[config.mk]
export PLATFORM = sky130hd
export DESIGN_NAME = seq_det_ctrl
export DESIGN_NICKNAME = d
export VERILOG_FILES = /design/src/rtl/seq_det_ctrl.sv
export SDC_FILE = /design/constraint.sdc
export NUM_CORES = 1
export LEC_CHECK = 0
export ABC_AREA = 1
export ABC_CLOCK_PERIOD_IN_PS = 2200
export BUFFER_PORTS_ARGS = -buffer_cell sky130_fd_sc_hd__buf_2
export CAP_MARGIN = 20
export CELL_PAD_IN_SITES_DETAIL_PLACEMENT = 2
export CELL_PAD_IN_SITES_GLOBAL_PLACEMENT = 2
export CORE_MARGIN = 2
export CORE_UTILIZATION = 32
export CTS_CLUSTER_DIAMETER = 60
export CTS_CLUSTER_SIZE = 30
export DETAILED_ROUTE_END_ITERATION = 12
export PLACE_DENSITY = 0.8
export SLEW_MARGIN = 40
export SYNTH_ARGS = -nofsm -noshare
export SYNTH_HDL_FRONTEND = slang
export SYNTH_SLANG_ARGS = --single-unit
[constraint.sdc]
create_clock -name clk -period 2.2 [get_ports clk]
set_clock_uncertainty 0.05 [all_clocks]
set_input_delay 0.22 -clock clk [delete_from_list [all_inputs] [get_ports clk]]
set_output_delay 0.22 -clock clk [all_outputs]
set_load 0.005 [all_outputs]
[src/rtl/seq_det_ctrl.sv]
// Purpose : run-time programmable serial pattern detector with its own run controller
//           (load pattern/len/threshold, arm on start, count matches, stop at threshold).
// Latency : match/done/match_cnt register on the edge that samples the completing bit.
// Backpressure: none; din is consumed only when din_vld=1, and gaps hold all state.
//
// Ports:
//   clk, rst_n      clock, asynchronous active-low reset
//   cfg_we          config write strobe (honoured in IDLE/DONE only)
//   cfg_pat/len/thr pattern (bit [len-1] received first), length, match threshold (0 = unlimited)
//   start, stop     run control pulses (stop wins over everything)
//   din_vld, din    qualified serial input
//   match           1-cycle pulse per detected pattern
//   match_cnt       saturating match count for the current run
//   busy            high while the run is active (FILL or RUN)
//   done            1-cycle pulse when match_cnt reaches a nonzero threshold
//
// Build option: define SEQ_DET_OVERLAP_EN to keep history after a match so that
// overlapping occurrences are counted; otherwise each match restarts the fill.

module seq_det_ctrl #(
    parameter int PAT_W = 8,
    parameter int LEN_W = 4,
    parameter int CNT_W = 8
) (
    input  logic             clk,
    input  logic             rst_n,
    input  logic             cfg_we,
    input  logic [PAT_W-1:0] cfg_pat,
    input  logic [LEN_W-1:0] cfg_len,
    input  logic [CNT_W-1:0] cfg_thr,
    input  logic             start,
    input  logic             stop,
    input  logic             din_vld,
    input  logic             din,
    output logic             match,
    output logic [CNT_W-1:0] match_cnt,
    output logic             busy,
    output logic             done
);

    typedef enum logic [1:0] {
        ST_IDLE = 2'd0,
        ST_FILL = 2'd1,
        ST_RUN  = 2'd2,
        ST_DONE = 2'd3
    } state_t;

    state_t             state_q, state_d;
    logic [PAT_W-1:0]   hist_q, hist_d;
    logic [LEN_W-1:0]   fill_q, fill_d;
    logic [PAT_W-1:0]   pat_q, pat_d;
    logic [LEN_W-1:0]   len_q, len_d;
    logic [CNT_W-1:0]   thr_q, thr_d;
    logic [CNT_W-1:0]   cnt_q, cnt_d;
    logic               match_q, match_d;
    logic               done_q, done_d;

    // Effective length: 0 behaves as 1, anything above PAT_W clamps to PAT_W.
    logic [LEN_W-1:0]   len_eff;
    logic [PAT_W-1:0]   len_mask;

    always_comb begin
        len_eff = len_q;
        if (len_q == '0) begin
            len_eff = LEN_W'(1);
        end else if (len_q > LEN_W'(PAT_W)) begin
            len_eff = LEN_W'(PAT_W);
        end
        for (int i = 0; i < PAT_W; i++) begin
            len_mask[i] = (i < int'(len_eff));
        end
    end

    logic [PAT_W-1:0]   shifted;
    logic [LEN_W-1:0]   fill_inc;
    logic [CNT_W:0]     cnt_inc;
    logic               pat_hit;
    logic               thr_hit;

    assign shifted  = {hist_q[PAT_W-2:0], din};
    assign fill_inc = fill_q + LEN_W'(1);
    assign cnt_inc  = {1'b0, cnt_q} + {{CNT_W{1'b0}}, 1'b1};
    // Compare includes the bit being shifted in this cycle.
    assign pat_hit  = ((shifted ^ pat_q) & len_mask) == '0;
    // cnt_inc is one bit wider, so a saturated counter can never alias a threshold.
    assign thr_hit  = (thr_q != '0) && (cnt_inc == {1'b0, thr_q});

    always_comb begin
        state_d = state_q;
        hist_d  = hist_q;
        fill_d  = fill_q;
        pat_d   = pat_q;
        len_d   = len_q;
        thr_d   = thr_q;
        cnt_d   = cnt_q;
        match_d = 1'b0;
        done_d  = 1'b0;

        if (cfg_we && (state_q == ST_IDLE || state_q == ST_DONE)) begin
            pat_d = cfg_pat;
            len_d = cfg_len;
            thr_d = cfg_thr;
        end

        unique case (state_q)
            ST_IDLE, ST_DONE: begin
                if (start) begin
                    state_d = ST_FILL;
                    hist_d  = '0;
                    fill_d  = '0;
                    cnt_d   = '0;
                end
            end
            ST_FILL, ST_RUN: begin
                if (din_vld) begin
                    hist_d = shifted;
                    if (state_q == ST_FILL) begin
                        fill_d = fill_inc;
                    end
                    // The bit that completes FILL is already compared.
                    if (state_q == ST_RUN || fill_inc == len_eff) begin
                        state_d = ST_RUN;
                        if (pat_hit) begin
                            match_d = 1'b1;
                            cnt_d   = cnt_inc[CNT_W] ? cnt_q : cnt_inc[CNT_W-1:0];
                            if (thr_hit) begin
                                state_d = ST_DONE;
                                done_d  = 1'b1;
                            end else begin
`ifdef SEQ_DET_OVERLAP_EN
                                state_d = ST_RUN;
`else
                                state_d = ST_FILL;
                                hist_d  = '0;
                                fill_d  = '0;
`endif
                            end
                        end
                    end
                end
            end
            default: state_d = ST_IDLE;
        endcase

        // Abort dominates start and any match on the same edge; count is held.
        if (stop) begin
            state_d = ST_IDLE;
            hist_d  = hist_q;
            fill_d  = fill_q;
            cnt_d   = cnt_q;
            match_d = 1'b0;
            done_d  = 1'b0;
        end
    end

    always_ff @(posedge clk or negedge rst_n) begin
        if (!rst_n) begin
            state_q <= ST_IDLE;
            hist_q  <= '0;
            fill_q  <= '0;
            pat_q   <= '0;
            len_q   <= '0;
            thr_q   <= '0;
            cnt_q   <= '0;
            match_q <= 1'b0;
            done_q  <= 1'b0;
        end else begin
            state_q <= state_d;
            hist_q  <= hist_d;
            fill_q  <= fill_d;
            pat_q   <= pat_d;
            len_q   <= len_d;
            thr_q   <= thr_d;
            cnt_q   <= cnt_d;
            match_q <= match_d;
            done_q  <= done_d;
        end
    end

    assign match     = match_q;
    assign done      = done_q;
    assign match_cnt = cnt_q;
    assign busy      = (state_q == ST_FILL) || (state_q == ST_RUN);

endmodule

==> impl_metrics.tcl, run 1 <==
set metrics [dict create \
    outcome "complete, no violations" \
    layout.nets 457 \
    grt_usage_pct 19.9 \
    finalSetupTns_ns 0 \
    hold_depth 2 \
    ys_seq_area_share_pct 40.9 \
    initial_core_util_pct 32.5 \
    clock_sinks 43 \
    wl_met3_microns 197 \
    placed_area_sq_mm 0.00297 \
    insertion_delay_ns 0.30 \
    cpMostUsedCell "nand3_1" \
    fp.dieH_microns 94.7 \
    synth.area.mux_share_pct 2.99 \
    slowest_delay_ns 0.50 \
    wl_met1_microns 3570 \
    synth_compound_area_share_pct 5.89 \
    final_common_cell "nand2_1" \
    cts_tree "built" \
    drc_errors 0 \
    worstSetupStartpointType "flip-flop" \
    final_cell_mix "nand2_1, nor2_1, inv_1" \
    clock_path_buffers 2 \
    slew_viol_final 0 \
    synth-adder-area-share_pct 1.90 \
    die_area_sq_mm 0.00897 \
    worstMarginPinSlew_ns 0.590 \
    avgSynthCellArea_sq_um 6.91 \
    crit_buf_inv 1 \
    dp_cells 522 \
    synthXorXnorAreaFrac_pct 0.998 \
    path_depth 10 \
    synthToLayoutAreaGrowth_pct 17.8 \
    cts_buffers 5 \
    synth-simple-area-share_pct 38.7 \
    syn_inst 381 \
    hold_path_class "input port to flip-flop" \
    dpl.hpwl_microns 6390 \
    core-area_sq_mm 0.00809 \
    grt_pass1_vias 2889 \
    ff2ff_path_depth 10 \
    rows 33 \
    leakage_nw 1.62 \
    postCtsSetupRepairBufs 0 \
    hold_violations 0 \
    netlist_area_sq_mm 0.00263 \
    wl_microns 8460 \
    met2_length_microns 4540 \
    fin_cells 530 \
    grt_pass1_wl_microns 13800 \
    stdcell_area_sq_mm 0.00310 \
    ys_ff_latch 43 \
    fp.dieW_microns 94.7 \
    cp_max_fo 8 \
    grt_setup_unrepaired "yes" \
    slew_headroom_pct 60.7 \
    endpoint_kind "flip-flop" \
    cts-root-buf "clkbuf_8" \
    first_iter_violations 81 \
    cap_violations 0 \
    ant_nets 0 \
    yosysWarningCount 0 \
    io_buffer_count 37 \
    avgViaCountPerCell 4.93 \
    antenna_found_initial 0 \
    num_vias 2611 \
    overflow 0 \
    finalCritPeriodShare_pct 92.7 \
    grt_max_degree 44 \
    syn_nets 412 \
    drive_gt1_share_pct 17.9 \
    fin_crit_ns 2.04 \
    htree_levels 2 \
    crit_required_ns 2.34 \
    worstSetupPathType "flip-flop to flip-flop" \
    io_pins 38 \
    slowest_stage "dfrtp_2" \
    gp_congestion 0.824 \
    setup_violations 0 \
    fin_util_pct 38.3 \
    max_freq_ghz 0.490 \
    routedWlPerCell_microns 16.0 \
    path_clk_slew_ns 0.09 \
    peakVddDrop_mv 0.415 \
    total_power_mw 3.41 \
    crit_path_cell_trace "nor2_4, inv_1, nand3_1, nor2_1, nor2_1, nand3_1, a21oi_2, nand2_2, nand3_1, nand2_1" \
    powerDensity_mw_per_mm2 1100 \
    synth_top_family_by_area "simple AND/OR/NAND/NOR gates" \
    dr.pass1.iters 4 \
    arrival_ns 2.18 \
    diodes 0 \
    top_layer "met4" \
    crit_family "simple AND/OR/NAND/NOR gates" \
    ys_types 29 \
]
[synthesized netlist by cell type]
cell type	number	area, sq um
nand2_1	121	454
nor2_1	61	229
inv_1	45	169
dfrtp_1	43	1080
nand3_1	40	200
a21oi_1	21	105
mux2_2	7	78.8
clkbuf_1	5	18.8
nand4_1	5	31.3
o21ai_0	5	25.0
ha_1	4	50.1
nand2_2	4	25.0
buf_6	2	22.5
nor2_4	2	22.5
xnor2_1	2	17.5
a31oi_1	1	6.26
and2_1	1	6.26
buf_2	1	5.00
clkbuf_4	1	7.51
inv_2	1	3.75
nand3_2	1	10.0
nand3b_1	1	7.51
nand4_2	1	12.5
nor3_1	1	5.00
nor3_2	1	10.0
o21bai_1	1	7.51
o21bai_2	1	11.3
or2_2	1	6.26
xor2_1	1	8.76
[power by group]
group	switching (mW)	total (mW)	internal, mW
logic	1.01	1.60	0.593
clock network	0.277	0.489	0.213
registers	0.270	1.32	1.05
[flip-flops by register name, summed over array words and instances, names as in the netlist]
signal	flops
done	1
match_cnt	8
len_q	4
thr_q	8
match	1
state_q	2
pat_q	8
fill_q	4
hist_q	7
[through the flow]
| stage | hold slack [ns] | setup WS, ns |
|---|---|---|
| 6_report | 0.0974 | 0.160 |
| 3_5_place_dp | 0.303 | -0.0131 |
| 3_3_place_gp | 0.294 | 0.0812 |
| 2_1_floorplan | -0.126 | 0.339 |
| 4_1_cts | 0.0977 | 0.0220 |
| 5_1_grt | 0.0895 | -0.0415 |
[path summary, 6_finish.rpt]
check                      slack, ns                  endpoint                  start
hold reg to reg                 0.47     hist_q[6]$_DFFE_PN0P_  hist_q[6]$_DFFE_PN0P_
max in group asynchronous       1.18      len_q[3]$_DFFE_PN0P_                  rst_n
hold / removal                   0.1      thr_q[0]$_DFFE_PN0P_             cfg_thr[0]
setup / recovery                0.16     hist_q[3]$_DFFE_PN0P_   len_q[3]$_DFFE_PN0P_
min in group asynchronous       0.49  match_cnt[2]$_DFFE_PN0P_                  rst_n
setup reg to reg                0.16     hist_q[3]$_DFFE_PN0P_   len_q[3]$_DFFE_PN0P_
[kinds of logic (layout without fill, tap and decap cells)]
kind of cell,after synthesis,count (layout)
adders and majority gates,4,4
xor gates and xnor gates,3,3
and+or+nand+nor,240,241
DFF,43,43
buffers and inverters,55,98
muxes,7,7
AOI/OAI and AO/OA,29,29
[per-layer routing]
metal  GRT usage, %  vias up
met1           22.4     1278
met5              0        -
met3           2.71       13
li1               -     1281
met4           4.71        0
met2           38.9       39
[cell type report]
cell class | instances | area (sq um)
clock buffer | 6 | 72.6
multi-input combinational | 284 | 1380
timing repair buffer | 46 | 268
inverter | 46 | 173
fill | 1007 | 4990
sequential | 43 | 1080
tap | 105 | 131
[what timing repair did]
action / 4_1_cts / 5_1_grt
setup endpoints to repair: 3 / 19
hold buffers: 1 / 0
endpoints found under the hold margin: 43 / 0
cloned: 0 / 1
pin swaps: 0 / 2
resized for setup: 1 / 9
Note: power is estimated with default switching activity, not from simulation.
==> inputs of run 2 (changes only) <==
==> config.mk (replaced) <==
export PLATFORM = sky130hd
export DESIGN_NAME = seq_det_ctrl
export DESIGN_NICKNAME = d
export VERILOG_FILES = /design/src/rtl/seq_det_ctrl.sv
export SDC_FILE = /design/constraint.sdc
export NUM_CORES = 1
export LEC_CHECK = 0
export ABC_AREA = 1
export ABC_CLOCK_PERIOD_IN_PS = 2450
export CAP_MARGIN = 20
export CELL_PAD_IN_SITES_DETAIL_PLACEMENT = 2
export CELL_PAD_IN_SITES_GLOBAL_PLACEMENT = 2
export CORE_ASPECT_RATIO = 0.7
export CORE_MARGIN = 2
export CORE_UTILIZATION = 38
export CTS_CLUSTER_DIAMETER = 60
export CTS_CLUSTER_SIZE = 30
export DETAILED_ROUTE_END_ITERATION = 12
export DONT_BUFFER_PORTS = 1
export PLACE_DENSITY = 0.85
export SLEW_MARGIN = 40
export SYNTH_ARGS = -nofsm -noshare
export SYNTH_HDL_FRONTEND = slang
export SYNTH_SLANG_ARGS = --single-unit
==> constraint.sdc (replaced) <==
create_clock -name clk -period 2.45 [get_ports clk]
set_clock_uncertainty 0.05 [all_clocks]
set_input_delay 0.245 -clock clk [delete_from_list [all_inputs] [get_ports clk]]
set_output_delay 0.245 -clock clk [all_outputs]
set_load 0.005 [all_outputs]
==> impl_metrics.tcl, run 2 (synthesis results as in run 1) <==
set metrics [dict create \
    max_freq_ghz 0.440 \
    cap_violations 0 \
    routedWlPerCell_microns 19.0 \
    slew_viol_final 0 \
    swShare_pct 44.5 \
    cts_tree "built" \
    grt_usage_pct 25.5 \
    fin_cells 480 \
    insertion_delay_ns 0.31 \
    pwr-share-seq_pct 37.7 \
    crit_family "simple AND/OR/NAND/NOR gates" \
    stdcell_area_sq_mm 0.00291 \
    finalCritPeriodShare_pct 92.8 \
    dp_cells 470 \
    crit_required_ns 2.65 \
    endpoint_kind "flip-flop" \
    placed_area_sq_mm 0.00274 \
    grt_setup_unrepaired "no" \
    timing.rr.start "fill_q[0]$_DFFE_PN0P_" \
    cp-startpoint "fill_q[0]$_DFFE_PN0P_" \
    first_iter_violations 108 \
    diodes 0 \
    slew_headroom_pct 57.9 \
    synthToLayoutAreaGrowth_pct 10.6 \
    io_buffer_count 0 \
    arrival_ns 2.47 \
    intPower_mw 1.83 \
    worstSetupPathType "flip-flop to flip-flop" \
    min-delay-start "cfg_pat[1]" \
    crit_path_end "match_cnt[2]$_DFFE_PN0P_" \
    slowest_delay_ns 0.56 \
    hold_violations 0 \
    pre_cts_ws_ns 0.221 \
    final_common_cell "nand2_1" \
    fp.dieH_microns 73.6 \
    layout.nets 416 \
    hold_path_class "input port to flip-flop" \
    powerDensity_mw_per_mm2 1130 \
    power.switching_mw 1.46 \
    fin_crit_ns 2.27 \
    p_clk_share_pct 20.6 \
    worstMarginPinSlew_ns 0.629 \
    overflow 0 \
    peakVddDrop_mv 0.470 \
    cts-root-buf "clkbuf_8" \
    drive_gt1_share_pct 8.29 \
    cts_buffers 5 \
    die_area_sq_mm 0.00762 \
    finalSetupTns_ns 0 \
    clock_path_buffers 2 \
    io_pins 38 \
    grt_pass1_wl_microns 14400 \
    htree_levels 2 \
    worst_slack_ns 0.177 \
    fp.dieW_microns 103 \
    clock_sinks 43 \
    initial_core_util_pct 39.1 \
    gp_congestion 0.851 \
    leakage_nw 1.48 \
    crit_buf_inv 1 \
    grt_pass1_vias 2710 \
    drc_errors 0 \
    rrSetupSlack_ns 0.18 \
    rows 25 \
    postCtsSetupRepairBufs 0 \
    num_vias 2542 \
    slowest_stage "dfrtp_1" \
    final_cell_mix "nand2_1, nor2_1, inv_1" \
    avgViaCountPerCell 5.30 \
    r2r_end "match_cnt[2]$_DFFE_PN0P_" \
    ant_nets 0 \
    setup_violations 0 \
    core-area_sq_mm 0.00673 \
    grt_max_degree 44 \
    antenna_found_initial 0 \
    ff2ff_path_depth 12 \
    path_depth 12 \
    wl_microns 9100 \
    dpl.hpwl_microns 6450 \
    combPwrFrac_pct 41.8 \
    cp_max_fo 8 \
    worstSetupStartpointType "flip-flop" \
    outcome "complete, no violations" \
    path_clk_slew_ns 0.09 \
    dr.pass1.iters 4 \
    crit_path_cell_trace "ha_1, inv_1, nand2_1, and2_1, nor2_1, nor2_1, nand3_1, nand2_1, nand3_1, nand2_2, nand3_1, nand2_1" \
]
[run 2: layout make-up]
type,count,area (sq um)
Clock buffer,6,72.6
Clock inverter,2,60.1
Fill cell,829,3810
Inverter,46,173
Multi-Input combinational cell,283,1330
Sequential cell,43,1080
Tap cell,94,118
Timing Repair Buffer,6,80.1
[run 2: worst min path at each step]
stage               depth (start not counted)  slack, ns                     to
finish                                      1       0.03   pat_q[1]$_DFFE_PN0P_
global route                                1       0.02   pat_q[1]$_DFFE_PN0P_
CTS                                         1       0.03   pat_q[1]$_DFFE_PN0P_
detailed placement                          0       -0.1  fill_q[1]$_DFFE_PN0P_
global placement                            0       -0.1   pat_q[0]$_DFFE_PN0P_
floorplan                                   0      -0.10         done$_DFF_PN0_
[run 2: through the flow]
stage          hold slack, ns  power (mW)  utilization, %
6_report               0.0311        3.29            43.3
5_1_grt                0.0205        3.53            43.3
4_1_cts                0.0280        3.30            43.3
3_5_place_dp          -0.0997        2.55            40.7
3_3_place_gp          -0.0990        2.43            40.7
2_1_floorplan          -0.101        2.11               -
[run 2: timing repair]
action,in CTS,in global routing
endpoints found under the hold margin,43,0
setup endpoints to repair,0,12
hold buffers,2,0
gates resized for setup,0,1
[run 2: power groups by stage]
stage	registers [mW]	clock network [mW]	logic, mW
floorplan	1.11	0	1.00
global placement	1.21	0	1.22
detailed placement	1.24	0	1.31
CTS	1.23	0.689	1.38
global route	1.27	0.711	1.55
finish	1.24	0.677	1.37
[run 2: metal layers]
layer  track usage [%]  wire length, microns  vias to the layer above
li1                  -                     -                     1199
met1              36.9                  4350                     1277
met2              40.1                  4150                       57
met3              4.38                   492                        9
met4              5.41                   104                        0
met5                 0                     0                        -
